`src/rtl/decoding_stage_controller_pkg.sv`:
```
// Shared stage-bus encodings for the PE array and its decoding_stage_controller.
// Every PE decodes global_stage against these constants.
package decoding_stage_controller_pkg;

  localparam int STAGE_WIDTH = 3;

  typedef logic [STAGE_WIDTH-1:0] stage_t;

  localparam stage_t STAGE_IDLE                = 3'd0;
  localparam stage_t STAGE_MEASUREMENT_LOADING = 3'd1;
  localparam stage_t STAGE_GROW                = 3'd2;
  localparam stage_t STAGE_MERGE               = 3'd3;
  localparam stage_t STAGE_PEELING             = 3'd4;
  localparam stage_t STAGE_RESULT_VALID        = 3'd5;

endpackage

```
`src/rtl/decoding_stage_controller_pe_status_reducer.sv`:
```
// pe_status_reducer: one-cycle registered reduction of per-PE status vectors
// into busy_any (OR), odd_any (OR) and peel_all (AND).
module pe_status_reducer #(
  parameter int PU_COUNT = 64
) (
  input  logic                clk,
  input  logic                reset,
  input  logic [PU_COUNT-1:0] pe_busy,
  input  logic [PU_COUNT-1:0] pe_odd,
  input  logic [PU_COUNT-1:0] pe_peeling_complete,
  output logic                busy_any,
  output logic                odd_any,
  output logic                peel_all
);

  // Register the three reductions; this stage is part of the controller's settle budget.
  always_ff @(posedge clk) begin
    // NOTE: sequential state uses non-blocking assignments so every flop samples pre-edge values.
    if (!reset) begin
      busy_any <= 1'b0;
      odd_any  <= 1'b0;
      peel_all <= 1'b0;
    end else begin
      busy_any <= |pe_busy;
      odd_any  <= |pe_odd;
      peel_all <= &pe_peeling_complete;
    end
  end

endmodule

```
`src/rtl/decoding_stage_controller.sv`:
```
// decoding_stage_controller: sequences the PE array through load, grow/merge
// iterations and peeling, then holds the result until the consumer accepts it.
// Optional feature macro: DECODE_CYCLE_COUNTER_EN adds the decode_cycles output.
module decoding_stage_controller
  import decoding_stage_controller_pkg::*;
#(
  parameter int PU_COUNT         = 64,
  parameter int GROW_CYCLES      = 2,
  parameter int STATUS_LATENCY   = 3,
  parameter int MAX_ITERATIONS   = 16,
  parameter int MAX_MERGE_CYCLES = 255,
  parameter int ITER_WIDTH       = 8
) (
  input  logic                   clk,
  input  logic                   reset,
  input  logic                   meas_valid,
  output logic                   meas_ready,
  input  logic [PU_COUNT-1:0]    pe_busy,
  input  logic [PU_COUNT-1:0]    pe_odd,
  input  logic [PU_COUNT-1:0]    pe_peeling_complete,
  output logic [STAGE_WIDTH-1:0] global_stage,
  output logic                   result_valid,
  input  logic                   result_ready,
  output logic [ITER_WIDTH-1:0]  iteration_count,
  output logic                   decode_error
`ifdef DECODE_CYCLE_COUNTER_EN
  ,
  output logic [31:0]            decode_cycles
`endif
);

  // State values equal the stage encodings, so the state register drives the bus directly.
  typedef enum logic [STAGE_WIDTH-1:0] {
    ST_IDLE   = STAGE_IDLE,
    ST_LOAD   = STAGE_MEASUREMENT_LOADING,
    ST_GROW   = STAGE_GROW,
    ST_MERGE  = STAGE_MERGE,
    ST_PEEL   = STAGE_PEELING,
    ST_RESULT = STAGE_RESULT_VALID
  } state_t;

  localparam int CNT_LIMIT = (MAX_MERGE_CYCLES > GROW_CYCLES) ? MAX_MERGE_CYCLES : GROW_CYCLES;
  localparam int CNT_W     = $clog2(CNT_LIMIT + 1);

  localparam logic [CNT_W-1:0]      GROW_LAST  = CNT_W'(GROW_CYCLES - 1);
  localparam logic [CNT_W-1:0]      SETTLE_CNT = CNT_W'(STATUS_LATENCY);
  localparam logic [CNT_W-1:0]      WDOG_LAST  = CNT_W'(MAX_MERGE_CYCLES - 1);
  localparam logic [ITER_WIDTH-1:0] ITER_LIMIT = ITER_WIDTH'(MAX_ITERATIONS);

  state_t           state, state_next;
  logic [CNT_W-1:0] stage_cnt;
  logic             busy_any, odd_any, peel_all;
  logic             accept, set_error, settled;

  pe_status_reducer #(.PU_COUNT(PU_COUNT)) u_reducer (
    .clk                 (clk),
    .reset               (reset),
    .pe_busy             (pe_busy),
    .pe_odd              (pe_odd),
    .pe_peeling_complete (pe_peeling_complete),
    .busy_any            (busy_any),
    .odd_any             (odd_any),
    .peel_all            (peel_all)
  );

  assign global_stage = state;
  assign settled      = (stage_cnt >= SETTLE_CNT);

  // Next-state and per-cycle decisions; status is only trusted once the settle window has passed.
  always_comb begin
    // NOTE: every signal written here gets a default first so no path can infer a latch.
    state_next = state;
    accept     = 1'b0;
    set_error  = 1'b0;
    case (state)
      ST_IDLE: begin
        if (meas_valid && meas_ready) begin
          accept     = 1'b1;
          state_next = ST_LOAD;
        end
      end
      ST_LOAD: state_next = ST_GROW;
      ST_GROW: begin
        if (stage_cnt == GROW_LAST) state_next = ST_MERGE;
      end
      ST_MERGE: begin
        if (settled && !busy_any) begin
          if (!odd_any) begin
            state_next = ST_PEEL;
          end else if (iteration_count >= ITER_LIMIT) begin
            set_error  = 1'b1;
            state_next = ST_PEEL;
          end else begin
            state_next = ST_GROW;
          end
        end else if (stage_cnt == WDOG_LAST) begin
          set_error  = 1'b1;
          state_next = ST_PEEL;
        end
      end
      ST_PEEL: begin
        if (settled && peel_all) begin
          state_next = ST_RESULT;
        end else if (stage_cnt == WDOG_LAST) begin
          set_error  = 1'b1;
          state_next = ST_RESULT;
        end
      end
      ST_RESULT: begin
        if (result_ready) state_next = ST_IDLE;
      end
      default: state_next = ST_IDLE;
    endcase
  end

  // State, stage-local counter, iteration/error bookkeeping and registered handshakes.
  always_ff @(posedge clk) begin
    if (!reset) begin
      state           <= ST_IDLE;
      stage_cnt       <= '0;
      iteration_count <= '0;
      decode_error    <= 1'b0;
      meas_ready      <= 1'b1;
      result_valid    <= 1'b0;
    end else begin
      state <= state_next;
      if (state_next != state)  stage_cnt <= '0;
      else if (stage_cnt != '1) stage_cnt <= stage_cnt + CNT_W'(1);
      if (accept) begin
        iteration_count <= '0;
      end else if (state_next == ST_GROW && state != ST_GROW && iteration_count != '1) begin
        iteration_count <= iteration_count + ITER_WIDTH'(1);
      end
      if (accept)         decode_error <= 1'b0;
      else if (set_error) decode_error <= 1'b1;
      meas_ready   <= (state_next == ST_IDLE);
      result_valid <= (state_next == ST_RESULT);
    end
  end

`ifdef DECODE_CYCLE_COUNTER_EN
  // Cycles from LOAD entry through RESULT entry; starts at 1 so the LOAD cycle itself is counted.
  always_ff @(posedge clk) begin
    if (!reset) begin
      decode_cycles <= '0;
    end else if (accept) begin
      decode_cycles <= 32'd1;
    end else if (state inside {ST_LOAD, ST_GROW, ST_MERGE, ST_PEEL} && decode_cycles != '1) begin
      decode_cycles <= decode_cycles + 32'd1;
    end
  end
`endif

endmodule

```
`config.mk`:
```
export PLATFORM = sky130hd
export DESIGN_NAME = decoding_stage_controller
export DESIGN_NICKNAME = d
export VERILOG_FILES = /design/src/rtl/decoding_stage_controller_pkg.sv /design/src/rtl/decoding_stage_controller_pe_status_reducer.sv /design/src/rtl/decoding_stage_controller.sv
export SDC_FILE = /design/constraint.sdc
export NUM_CORES = 1
export LEC_CHECK = 0
export CORE_MARGIN = 4
export CORE_UTILIZATION = 29
export DETAILED_ROUTE_END_ITERATION = 10
export GPL_TIMING_DRIVEN = 0
export PLACE_DENSITY = 0.92
export SYNTH_ARGS = -nofsm -noshare
export SYNTH_HDL_FRONTEND = slang
export SYNTH_HIERARCHICAL = 1
export SYNTH_SLANG_ARGS = --single-unit
```
`constraint.sdc`:
```
create_clock -name clk -period 4.4 [get_ports clk]
set_input_delay 0.88 -clock clk [delete_from_list [all_inputs] [get_ports clk]]
set_output_delay 0.88 -clock clk [all_outputs]
set_load 0.05 [all_outputs]
```
==> metrics.md <==
| Metric | Value |
|---|---|
| Area contributors post-synth | sky130_fd_sc_hd__dfxtp_1, sky130_fd_sc_hd__nor4_1, sky130_fd_sc_hd__nand4_1 |
| Clock buffer depth | 2 |
| Synth top area share | 0.286 |
| Hold Path Class | reg -> reg |
| Worst-Skew Late Latency | 0.27 ns |
| Data required time at the worst endpoint | 4.61 ns |
| Overall die area | 7350 um^2 |
| Vias in the first global route | 2829 |
| CTS tree | done |
| Number of hold buffers added after cts | 0 |
| Outcome | finished clean |
| Leakage Power | 1.34 nW |
| First-pass GRT wire length | 13400 um |
| Max Freq | 338 MHz |
| Clock buffer count from CTS | 3 |
| Post-synth net total | 426 |
| Number of warning messages in the yosys log | 6 |
| Core outline area | 5890 um^2 |
| Maximum ir drop on the vdd rail | 0.168 mV |
| CTS sink count | 25 |
| Arrival @ worst endpoint | 3.17 ns |
| Die X | 85.7 um |
| Count of flip-flops with a built-in enable after synthesis | 0 |
| Clock H-tree levels | 1 |
| Final core occ | 0.678 |
| DRT Wirelength | 8780 um |
| Post-synth top flop | sky130_fd_sc_hd__dfxtp_1 |
| Final-report max-slew violation count | 0 |
| Clock-pin slew on the worst setup and hold paths | 0.09 ns |
| Final Wtd Congestion | 0.875 |
| Count of unresolved DRC violations after routing | 0 |
| RSZ-0062 raised after global routing | false |
| Drt wl/cell | 17.1 um |
| Worst setup skew after layout | 0.00326 ns |
| Diode insertion count for antenna repair | 0 |
| Largest net degree at the start of global routing | 16 |
| Syn Std Cell Area | 1750 um^2 |
| Final period utilization | 0.673 |
| Area growth from synthesis to layout | 128% |
| Count of boundary I/O pins | 210 |
| Y dimension of the die | 85.7 um |
| Post-route ant nets | 0 |
| Estimated wirelength of the detail-placed design | 7970 um |
| Most common library cell in the layout ignoring fill and taps | sky130_fd_sc_hd__clkdlybuf4s50_1 |
| Critical Path Start Type | input port |
| Total vias in the final route | 2717 |
| Global route overflow | 0 |
| IO buf count | 209 |
| Sequential area share after synthesis | 0.286 |
| Post-Synthesis Mean Instance Area | 7.79 um^2 |
| Buffers inserted by post-CTS timing repair | 0 |
| R2R Setup Slk | 1.63 ns |
| Unique masters post-synth | 45 |
| Number of register bits inferred by synthesis | 25 |
| DRT iter0 DRCs | 99 |
| Number of iterations in the first detailed-routing pass | 5 |
| Type of destination of the critical path | register |
| Starting utilization of the core area | 0.298 |
| Max-capacitance violation count | 0 |
| Final setup fails | 0 |
| Cell count after synthesis | 225 |
| Cell taking the most area after synthesis | sky130_fd_sc_hd__dfxtp_1 |
| Post-layout minimum cycle time | 2.96 ns |
| Category of the most critical setup path | in -> reg |
| Clock root buffer | sky130_fd_sc_hd__clkbuf_8 |
| Final hold violation count | 0 |
| Max_slew headroom | 0.387 |
| Num rows | 28 |
| Fraction of registers with async set/reset | 0 |
| PwrDens | 176 nW/um^2 |
| Post-cts sizing count | 0 |
| Antenna violations before repair | 0 |
| Fill cells | 475 |
| Commonest non-fill, non-tap cells in the layout | sky130_fd_sc_hd__clkdlybuf4s50_1, sky130_fd_sc_hd__nor4_1, sky130_fd_sc_hd__nand4_1, sky130_fd_sc_hd__dfxtp_1 |
| Total global routing track utilization | 0.230 |
| Aggregate negative setup slack | 0 ns |
| Post-placement cell count | 510 |
| Final Instance Count excl. Fillers | 514 |
| Vias per std cell | 5.29 |
| Share of cells above drive strength 1 | 0.0296 |
| Crit Path Max Fanout | 9 |
| Worst Tran Pin Value | 0.911 ns |
| Net count reported at finish | 641 |
==> per-layer routing <==
metal  part of all wire  track usage  wire, um  vias to the layer above
li1                   -            -         -                     1341
met1               0.37        0.252      3240                     1246
met2               0.55        0.448      4830                      116
met3              0.067       0.0538       591                       14
met4              0.013       0.0417       116                        0
met5                  0            0         0                        -
==> cells by family after synthesis <==
group,Yosys count,synth area share
XOR/XNOR,5,0.0250
AO/OA/AOI/OAI,36,0.138
AND/OR/NAND/NOR,142,0.479
multiplexers,2,0.0143
flip-flops,25,0.286
adder cells (fa/ha/maj),5,0.0357
buffers and inverters,10,0.0221
==> flip-flops by register name, summed over array words and instances, names as in the netlist <==
signal / count
decode_error: 1
global_stage: 3
iteration_count: 8
meas_ready: 1
result_valid: 1
stage_cnt: 8
u_reducer/busy_any: 1
u_reducer/odd_any: 1
u_reducer/peel_all: 1
==> critical path: stages <==
cell,delay (ns)
sky130_fd_sc_hd__clkdlybuf4s50_1,0.51
sky130_fd_sc_hd__and3b_1,0.19
sky130_fd_sc_hd__o21ai_0,0.15
sky130_fd_sc_hd__o311ai_0,0.20
sky130_fd_sc_hd__or4_1,0.44
sky130_fd_sc_hd__clkbuf_2,0.18
sky130_fd_sc_hd__or4_1,0.49
sky130_fd_sc_hd__a21oi_1,0.14
==> stage by stage <==
| step | hold slack [ns] | area [um^2] | setup WS, ns | power, W |
|---|---|---|---|---|
| 4_1_cts | 0.523 | 3990 | 1.44 | 0.000703 |
| 6_report | 0.519 | 3990 | 1.44 | 0.000704 |
| 3_5_place_dp | 0.510 | 3940 | 1.17 | 0.000565 |
| 5_1_grt | 0.568 | 3990 | 1.29 | 0.000742 |
| 2_1_floorplan | 0.547 | 1750 | 1.81 | 0.000351 |
| 3_3_place_gp | 0.491 | 3940 | 1.18 | 0.000557 |
==> synth_stat cells, drive strengths merged (2+ instances only) <==
cell,count
o41a,3
and2,3
clkbuf,4
ha,5
xnor2,4
nor4,41
dfxtp,25
inv,6
a31oi,3
and3b,2
nand3,14
nor2,14
nor2b,3
or4,3
nand2,14
o21ai,8
nand4,26
and3,3
a21oi,11
nor3,10
nand4b,2
o31ai,2
==> worst paths after layout <==
| check | from | end | cells past startpoint |
|---|---|---|---|
| worst min register to register | iteration_count[6] | iteration_count[6] | 2 |
| worst min-delay path | iteration_count[6] | iteration_count[6] | 2 |
| worst max register to register | stage_cnt[1] | iteration_count[4] | 8 |
| worst max-delay path | result_ready | iteration_count[4] | 8 |
==> power by group <==
part           leakage [nW]  internal [W]  switching [W]
Sequential            0.203      0.000237      0.0000116
Clock                0.0217     0.0000643      0.0000787
Combinational          1.12      0.000196       0.000116
Total                  1.34      0.000497       0.000207
==> cell type report <==
cell class                      instances  area (um^2)  share of cell area
Timing Repair Buffer                  210         2100               0.525
Multi-Input combinational cell        190         1210               0.304
Sequential cell                        25          500               0.125
Tap cell                               75         93.8              0.0235
Clock buffer                            3         41.3              0.0103
Inverter                                6         22.5             0.00564
Buffer                                  4         16.3             0.00408
Clock inverter                          1         7.51             0.00188
No activity file was read; power rests on OpenSTA's default activity.
